===== config.mk =====
export PLATFORM = sky130hd
export DESIGN_NAME = game_sequencer
export DESIGN_NICKNAME = d
export VERILOG_FILES = /design/src/rtl/game_sequencer_pkg.sv /design/src/rtl/game_sequencer_btn_edge_sync.sv /design/src/rtl/game_sequencer.sv
export SDC_FILE = /design/constraint.sdc
export NUM_CORES = 1
export LEC_CHECK = 0
export BUFFER_PORTS_ARGS = -buffer_cell sky130_fd_sc_hd__buf_2
export CAP_MARGIN = 20
export CORE_AREA = 3 3 56 84
export CTS_CLUSTER_DIAMETER = 40
export DETAILED_ROUTE_END_ITERATION = 8
export DIE_AREA = 0 0 59 87
export MAX_ROUTING_LAYER = met4
export PLACE_DENSITY = 0.77
export REMOVE_ABC_BUFFERS = 1
export SYNTH_ARGS = -nofsm -noshare
export SYNTH_HDL_FRONTEND = slang
export SYNTH_SLANG_ARGS = --single-unit

===== constraint.sdc =====
create_clock -name clk -period 2.3 [get_ports clk]
set_input_delay 0.23 -clock clk [delete_from_list [all_inputs] [get_ports clk]]
set_output_delay 0.23 -clock clk [all_outputs]
set_load 0.03 [all_outputs]

===== src/rtl/game_sequencer_pkg.sv =====
// Shared types and screen constants for the game sequencer.
package game_pkg;

  typedef enum logic [1:0] {
    GS_MENU   = 2'd0,
    GS_PLAY   = 2'd1,
    GS_OVER   = 2'd2,
    GS_PAUSED = 2'd3
  } game_state_t;

  localparam int unsigned EARTH         = 760;
  localparam int unsigned VISIBLE_H     = 768;
  localparam int unsigned CALC_LINE_DEF = 770;

  typedef logic [15:0] score_t;

  // Saturating add so the score sticks at 0xFFFF instead of wrapping.
  function automatic score_t score_sat_add(input score_t a, input score_t b);
    logic [16:0] sum;
    sum = {1'b0, a} + {1'b0, b};
    return sum[16] ? 16'hFFFF : sum[15:0];
  endfunction

endpackage


===== src/rtl/game_sequencer_btn_edge_sync.sv =====
// Two-flop synchroniser for a raw button followed by a rising-edge pulse.
module btn_edge_sync (
  input  logic clk,
  input  logic rst,
  input  logic btn_i,
  output logic edge_o
);

  logic sync1_q, sync2_q, prev_q;

  always_ff @(posedge clk or posedge rst) begin
    if (rst) begin
      sync1_q <= 1'b0;
      sync2_q <= 1'b0;
      prev_q  <= 1'b0;
    end else begin
      sync1_q <= btn_i;
      sync2_q <= sync1_q;
      prev_q  <= sync2_q;
    end
  end

  assign edge_o = sync2_q & ~prev_q;

endmodule


===== src/rtl/game_sequencer.sv =====
// Per-frame game controller: frame strobe, MENU/PLAY/OVER FSM, scroll scheduling, score.
// Optional pause support is enabled with `define GAME_SEQUENCER_PAUSE_EN.
module game_sequencer
  import game_pkg::*;
#(
  parameter int unsigned CALC_LINE     = CALC_LINE_DEF,
  parameter int unsigned LOSE_Y        = 760,
  parameter int unsigned SCROLL_LINE   = 300,
  parameter int unsigned SCROLL_FRAMES = 16,
  parameter int unsigned WORLD_SHIFT   = 4,
  parameter int unsigned OVER_FRAMES   = 120
) (
  input  logic        clk,
  input  logic        rst,
  input  logic [10:0] beam_x,
  input  logic [9:0]  beam_y,
  input  logic        start_btn,
`ifdef GAME_SEQUENCER_PAUSE_EN
  input  logic        pause_btn,
`endif
  input  logic [9:0]  doodle_y,
  input  logic        doodle_fall_direction,
  input  logic        collision,
  output logic        calculation_time,
  output logic [1:0]  game_state,
  output logic        move_collision,
  output logic        scrolling,
  output logic [15:0] score
);

  localparam int unsigned CW = (SCROLL_FRAMES > 1) ? $clog2(SCROLL_FRAMES) : 1;

  game_state_t   state_q;
  logic          strobe_q, start_pend_q, move_collision_q, scrolling_q;
  logic [CW-1:0] scroll_cnt_q;
  logic [7:0]    over_cnt_q;
  score_t        score_q, score_d;
  logic          start_edge, start_now, scroll_end, trigger, beam_match;

  btn_edge_sync u_start_sync (.clk(clk), .rst(rst), .btn_i(start_btn), .edge_o(start_edge));

`ifdef GAME_SEQUENCER_PAUSE_EN
  logic pause_edge, pause_pend_q, pause_now;
  btn_edge_sync u_pause_sync (.clk(clk), .rst(rst), .btn_i(pause_btn), .edge_o(pause_edge));
  assign pause_now = pause_pend_q | pause_edge;
`endif

  assign beam_match = (beam_x == 11'd0) && (beam_y == 10'(CALC_LINE));
  assign start_now  = start_pend_q | start_edge;
  assign scroll_end = scrolling_q && (scroll_cnt_q == CW'(SCROLL_FRAMES - 1));
  // The ending strobe still sees scrolling high, so a landing there may start the next episode.
  assign trigger    = collision && doodle_fall_direction && (doodle_y < 10'(SCROLL_LINE))
                      && (!scrolling_q || scroll_end);
  assign score_d    = score_sat_add(score_q, score_t'(WORLD_SHIFT));

  always_ff @(posedge clk or posedge rst) begin
    if (rst) begin
      state_q          <= GS_MENU;
      strobe_q         <= 1'b0;
      start_pend_q     <= 1'b0;
      move_collision_q <= 1'b0;
      scrolling_q      <= 1'b0;
      scroll_cnt_q     <= '0;
      over_cnt_q       <= '0;
      score_q          <= '0;
`ifdef GAME_SEQUENCER_PAUSE_EN
      pause_pend_q     <= 1'b0;
`endif
    end else begin
      strobe_q <= beam_match;
      if (start_edge) start_pend_q <= 1'b1;
`ifdef GAME_SEQUENCER_PAUSE_EN
      if (pause_edge) pause_pend_q <= 1'b1;
`endif
      if (strobe_q) begin
        start_pend_q <= 1'b0;
`ifdef GAME_SEQUENCER_PAUSE_EN
        pause_pend_q <= 1'b0;
`endif
        case (state_q)
          GS_MENU: begin
            if (start_now) begin
              state_q <= GS_PLAY;
              score_q <= '0;
            end
          end
          GS_PLAY: begin
            if (doodle_y >= 10'(LOSE_Y)) begin
              state_q          <= GS_OVER;
              move_collision_q <= 1'b0;
              scrolling_q      <= 1'b0;
              scroll_cnt_q     <= '0;
              over_cnt_q       <= '0;
            end
`ifdef GAME_SEQUENCER_PAUSE_EN
            else if (pause_now) begin
              state_q <= GS_PAUSED;
            end
`endif
            else begin
              if (move_collision_q) move_collision_q <= 1'b0;
              if (scrolling_q) begin
                scroll_cnt_q <= scroll_cnt_q + 1'b1;
                score_q      <= score_d;
                if (scroll_end) scrolling_q <= 1'b0;
              end
              if (trigger) begin
                move_collision_q <= 1'b1;
                scrolling_q      <= 1'b1;
                scroll_cnt_q     <= '0;
              end
            end
          end
          GS_OVER: begin
            if ((over_cnt_q >= 8'(OVER_FRAMES)) && start_now) begin
              state_q <= GS_MENU;
            end else if (over_cnt_q != 8'hFF) begin
              over_cnt_q <= over_cnt_q + 8'd1;
            end
          end
          default: begin
`ifdef GAME_SEQUENCER_PAUSE_EN
            if (pause_now) state_q <= GS_PLAY;
`else
            state_q <= GS_MENU;
`endif
          end
        endcase
      end
    end
  end

`ifdef GAME_SEQUENCER_PAUSE_EN
  assign calculation_time = strobe_q && (state_q != GS_PAUSED);
`else
  assign calculation_time = strobe_q;
`endif
  assign game_state     = state_q;
  assign move_collision = move_collision_q;
  assign scrolling      = scrolling_q;
  assign score          = score_q;

endmodule


==> flow_summary.yaml, run 1 <==
run_status:
  status: "finished, final reports clean"
route:
  wl_per_cell_um: 14.16
  drtIter0Drc: 92
  antenna_left: 0
  first_pass_iters: 4
  vias: 1902
  finalWirelength_mm: 4.657
  viasPerCell: 5.781
  drc_errors: 0
setup_path:
  startpoint_type: "flop"
  cp_data_arrival_time_ns: 2.01
  cp.required_ns: 2.46
  crit_path_end_kind: "flop"
  critPathKind: "reg2reg"
  crit_fanout: 8
place:
  dp_cells: 321
  numPortBuffers: 54
  place_congestion: 0.8255
  dp_hpwl_mm: 3.538
timing:
  fmax_mhz: 538.7
  clock_skew_ns: 0.01017
  final.min_clock_period_ns: 1.856
  timing.setup.tns_ns: 0
  whs_ns: 0.02568
  finalSetupViolations: 0
  rsz0062_at_grt: "false"
  post-route-period-util_pct: 80.71
  worst_slew_pin_slew_ns: 0.6514
  maxSlewViolCount: 0
  hold_viol: 0
  slew_headroom_pct: 56.52
clock_network:
  cts_tree: "built"
  worstSkewPairLatency_ns: 0.29
  hold_buffers: 0
  clk_pin_slew_ns: 0.07
  clock_path_buffers: 2
  clock-sinks: 36
  htreeDepth: 2
  cts_root_buffer: "clkbuf_8"
  cts_setup_buffers: 0
  cts_resized: 0
  cts_made_buffers: 5
final_layout:
  final_common_cell: "buf_2"
  area_growth_syn_to_layout_pct: 19.82
  layout-drive-gt1-share_pct: 27.11
  layout_common_cells: "buf_2 (54), dfrtp_1 (36), o21ai_0 (23)"
  diodes: 0
  n_fill_cell: 371
  layout.nets: 323
  instances_no_fill: 329
power_and_ir_drop:
  fin_total_pwr_mw: 1.203
  sw_frac_of_total_pct: 23.26
  leakage_nw: 1.094
  switchingPower_uw: 279.9
  power_frac_comb_pct: 6.9
  pwr-share-seq_pct: 53.8
  p_clk_share_pct: 39.3
  vdd_drop_max_uv: 481.5
  powerDensity_nw_per_um2: 484.9
  intPower_uw: 923.3
worst_hold_path:
  hold_class: "in2async"
yosys:
  ys_dominant_reg_cell: "dfrtp_1"
  yosysWarnings: 0
  synth.distinct_cells: 54
  synthTopCellsByArea: "dfrtp_1 (44%), o21ai_0 (5.6%), a22o_1 (4.2%)"
  synth_edf_count: 0
  synth_area_um2: 2071
  syn_area_per_cell_um2: 9.203
  ys_ff_latch: 36
  async_flop_share_pct: 100.0
  netlist_instances: 225
  ys_seq_area_share_pct: 43.50
  yosysTopAreaCell: "dfrtp_1"
  synth_top_area_share_pct: 43.50
grt:
  grt.total_usage_pct: 20.31
  grt_pass1_vias: 1860
  grt-ovfl-total: 0
  grt_max_degree: 37
  antenna_found_initial: 0
  grt_pass1_wl_mm: 7.969
floorplan:
  core-area_um2: 3994
  start_util_pct: 51.85
  dieArea_um2: 5133
  io-pin-count: 57
  dieWidth_um: 59
  fp-row-count: 28
  die_y_um: 87
run:
  max_cap_viol_count: 0
==> worst paths after layout <==
check	startpoint	end	slack, ns	cells past startpoint
min reg2reg	u_start_sync.sync1_q	u_start_sync.sync2_q	0.35	0
min in group clk	start_btn	u_start_sync.sync1_q	0.04	1
min	rst	over_cnt_q[3]	0.03	3
max in group asynchronous	rst	move_collision	1.95	3
max	score[2]	score[0]	0.44	7
max reg2reg	score[2]	score[0]	0.44	7
==> sequential cells by signal (all words and copies together), names as in the netlist <==
signal	flops
scrolling	1
u_start_sync.prev_q	1
score	15
scroll_cnt_q	4
u_start_sync.sync1_q	1
game_state	2
start_pend_q	1
u_start_sync.sync2_q	1
over_cnt_q	8
move_collision	1
calculation_time	1
==> through the flow <==
| stage | worst slack, ns | instance area (um2) | util, % |
|---|---|---|---|
| finish | 0.4437 | 2481 | 62.12 |
| global route | 0.2668 | 2481 | 62.12 |
| CTS | 0.4683 | 2481 | 62.12 |
| detailed placement | 0.4809 | 2385 | 59.71 |
| global placement | 0.4508 | 2385 | 59.71 |
| floorplan | 0.3659 | 2028 | - |
==> power by group through the flow <==
stage	clock network [mW]	logic (mW)	registers [mW]
finish	0.473	0.0826	0.647
global route	0.510	0.0949	0.649
CTS	0.488	0.0840	0.647
detailed placement	0	0.0837	0.660
global placement	0	0.0818	0.660
floorplan	0	0.0408	0.662
==> final cells by class <==
class	count	area [um2]	share of cell area, %
multi-input cells	168	1075	43.32
flip-flops and latches	36	900.9	36.31
repair buffers	58	300.3	12.10
clock inverters	2	13.76	0.5547
clock buffers	6	82.58	3.328
well taps	45	56.30	2.269
inverters	14	52.55	2.118
==> critical path, cell delays in order (launching register included) <==
cell and delay (ns):
dfrtp_1 0.43, ha_1 0.26, nand4_1 0.23, nor3_2 0.24, nand4_1 0.15, buf_4 0.19
a21boi_1 0.14, o22ai_1 0.09
==> cell families (layout without fill, tap and decap cells) <==
family,after synthesis,in the layout,synth area share (%)
buffers and inverters,21,80,4.592
DFF,36,36,43.50
adders and majority gates,4,4,2.417
AOI/OAI and AO/OA,82,82,27.92
muxes,1,1,0.4834
and+or+nand+nor,81,81,21.09
==> layer usage <==
metal | GRT usage (%) | vias up | wire, um
li1 | - | 952 | -
met5 | - | - | 0
met4 | 8.454 | 0 | 95
met2 | 34.21 | 43 | 2406
met1 | 23.48 | 895 | 1938
met3 | 3.412 | 12 | 217
==> synthesized netlist by cell type (2+ instances only) <==
library cell / count
dfrtp_1: 36
o21ai_0: 23
nand2_1: 19
inv_1: 13
nor2_1: 13
nand3_1: 12
a22o_1: 10
a21oi_1: 8
o21ai_1: 8
nand4_1: 6
a21bo_1: 4
ha_1: 4
nor2b_1: 4
nor3_1: 4
nor4_1: 4
o22a_1: 4
o31ai_1: 4
and3_1: 3
buf_2: 3
o22ai_1: 3
o31ai_2: 3
a2bb2oi_1: 2
and4_1: 2
o211ai_1: 2
o2bb2ai_1: 2
(Power assumes the default switching activity.)
==> inputs of run 2 (changes only) <==
==> constraint.sdc (replaced) <==
create_clock -name clk -period 1.75 [get_ports clk]
set_input_delay 0.175 -clock clk [delete_from_list [all_inputs] [get_ports clk]]
set_output_delay 0.175 -clock clk [all_outputs]
set_load 0.03 [all_outputs]
==> flow_summary.yaml, run 2 (same netlist as run 1, synthesis figures left out) <==
run_status:
  status: "finished, final reports clean"
worst_hold_path:
  min_from: "beam_y[9]"
  hold_class: "in2reg"
floorplan:
  core-area_um2: 3994
  start_util_pct: 51.85
  die_y_um: 87
  io-pin-count: 57
  fp-row-count: 28
  dieWidth_um: 59
  dieArea_um2: 5133
route:
  first_pass_iters: 4
  vias: 2042
  drtIter0Drc: 61
  antenna_left: 0
  viasPerCell: 5.801
  wl_per_cell_um: 15.18
  drc_errors: 0
  finalWirelength_mm: 5.343
clock_network:
  cts_root_buffer: "clkbuf_8"
  htreeDepth: 2
  worstSkewPairLatency_ns: 0.29
  cts_tree: "built"
  clock-sinks: 36
  clk_pin_slew_ns: 0.07
  cts_made_buffers: 5
  clock_path_buffers: 2
grt:
  grt_max_degree: 37
  antenna_found_initial: 0
  grt_pass1_wl_mm: 8.638
  grt.total_usage_pct: 22.48
  grt_pass1_vias: 1933
  grt-ovfl-total: 0
timing:
  clock_skew_ns: 0.004597
  worst_slew_pin_slew_ns: 0.4555
  post-route-period-util_pct: 92.97
  fin_ws_ns: 0.1230
  final.min_clock_period_ns: 1.627
  slew_headroom_pct: 69.63
  hold_viol: 0
  finalSetupViolations: 0
  fmax_mhz: 614.6
  timing.setup.tns_ns: 0
  maxSlewViolCount: 0
setup_path:
  cp.required_ns: 1.95
  cp_data_arrival_time_ns: 1.82
  r2r_start: "game_state[1]"
  reg2reg_slack_ns: 0.12
  crit_path_end_kind: "flop"
  critical_path.startpoint: "game_state[1]"
  crit_fanout: 9
  critPathKind: "reg2reg"
  startpoint_type: "flop"
final_layout:
  area_growth_syn_to_layout_pct: 31.12
  instances_no_fill: 352
  layout-drive-gt1-share_pct: 34.53
  largest_reg_flops: 15
  diodes: 0
  layout.nets: 347
  final_common_cell: "buf_2"
  layout_common_cells: "buf_2 (54), dfrtp_1 (35), buf_4 (25)"
place:
  place_congestion: 0.8621
  numPortBuffers: 54
  dp_hpwl_mm: 3.850
  post-place-ws_ns: 0.05835
  dp_cells: 337
power_and_ir_drop:
  leakage_nw: 1.230
  fin_total_pwr_mw: 1.618
  switchingPower_uw: 367.9
  power_frac_comb_pct: 7.6
  pwr-share-seq_pct: 52.6
  sw_frac_of_total_pct: 22.73
  powerDensity_nw_per_um2: 596.1
  p_clk_share_pct: 39.9
  intPower_mw: 1.250
  vdd_drop_max_uv: 832.0
run:
  max_cap_viol_count: 0
[run 2: layout make-up]
cell class                      instances  area (um2)
Clock buffer                            7       96.34
Inverter                               14       52.55
Multi-Input combinational cell        168        1110
Fill cell                             356        1279
Sequential cell                        36       902.1
Tap cell                               45       56.30
Timing Repair Buffer                   82       498.0
[run 2: power groups by stage]
stage / Sequential [mW] / Clock (mW) / Combinational, mW
2_1_floorplan: 0.870 / 0 / 0.0536
3_3_place_gp: 0.865 / 0 / 0.115
3_5_place_dp: 0.867 / 0 / 0.117
4_1_cts: 0.851 / 0.657 / 0.121
5_1_grt: 0.852 / 0.690 / 0.140
6_report: 0.851 / 0.645 / 0.123
[run 2: path summary, 6_finish.rpt]
check	endpoint	cells past startpoint
min in group asynchronous	over_cnt_q[4]	4
max reg2reg	scroll_cnt_q[3]	5
max in group asynchronous	score[2]	4
min	calculation_time	2
max	scroll_cnt_q[3]	5
min reg2reg	u_start_sync.sync2_q	0
[run 2: metal layers]
layer | track usage, % | wire length [um]
met1 | 25.05 | 2096
met5 | - | 0
met3 | 4.599 | 214
met4 | 8.866 | 109
met2 | 38.53 | 2923
[run 2: repair_timing]
item                                    in CTS  in global routing
gates resized for setup                      0                  9
endpoints found under the hold margin       19                  0
hold buffers                                 2                  0
endpoints found under the setup margin       0                 20
setup buffers                                0                  6
[run 2: through the flow]
stage               hold WS (ns)  utilization, %  instance area (um2)
finish                    0.1487           67.98                 2715
global route              0.1458           67.98                 2715
CTS                       0.1485           65.63                 2621
detailed placement        0.2853           62.72                 2505
global placement          0.2840           62.72                 2505
floorplan                 0.2064               -                 2028
[run 2: worst max-delay path, cell delays in order, from the launching register on]
cell	delay, ns
dfrtp_1	0.39
and2b_2	0.29
nand2_4	0.11
a31o_1	0.25
or2_4	0.27
o31ai_2	0.22
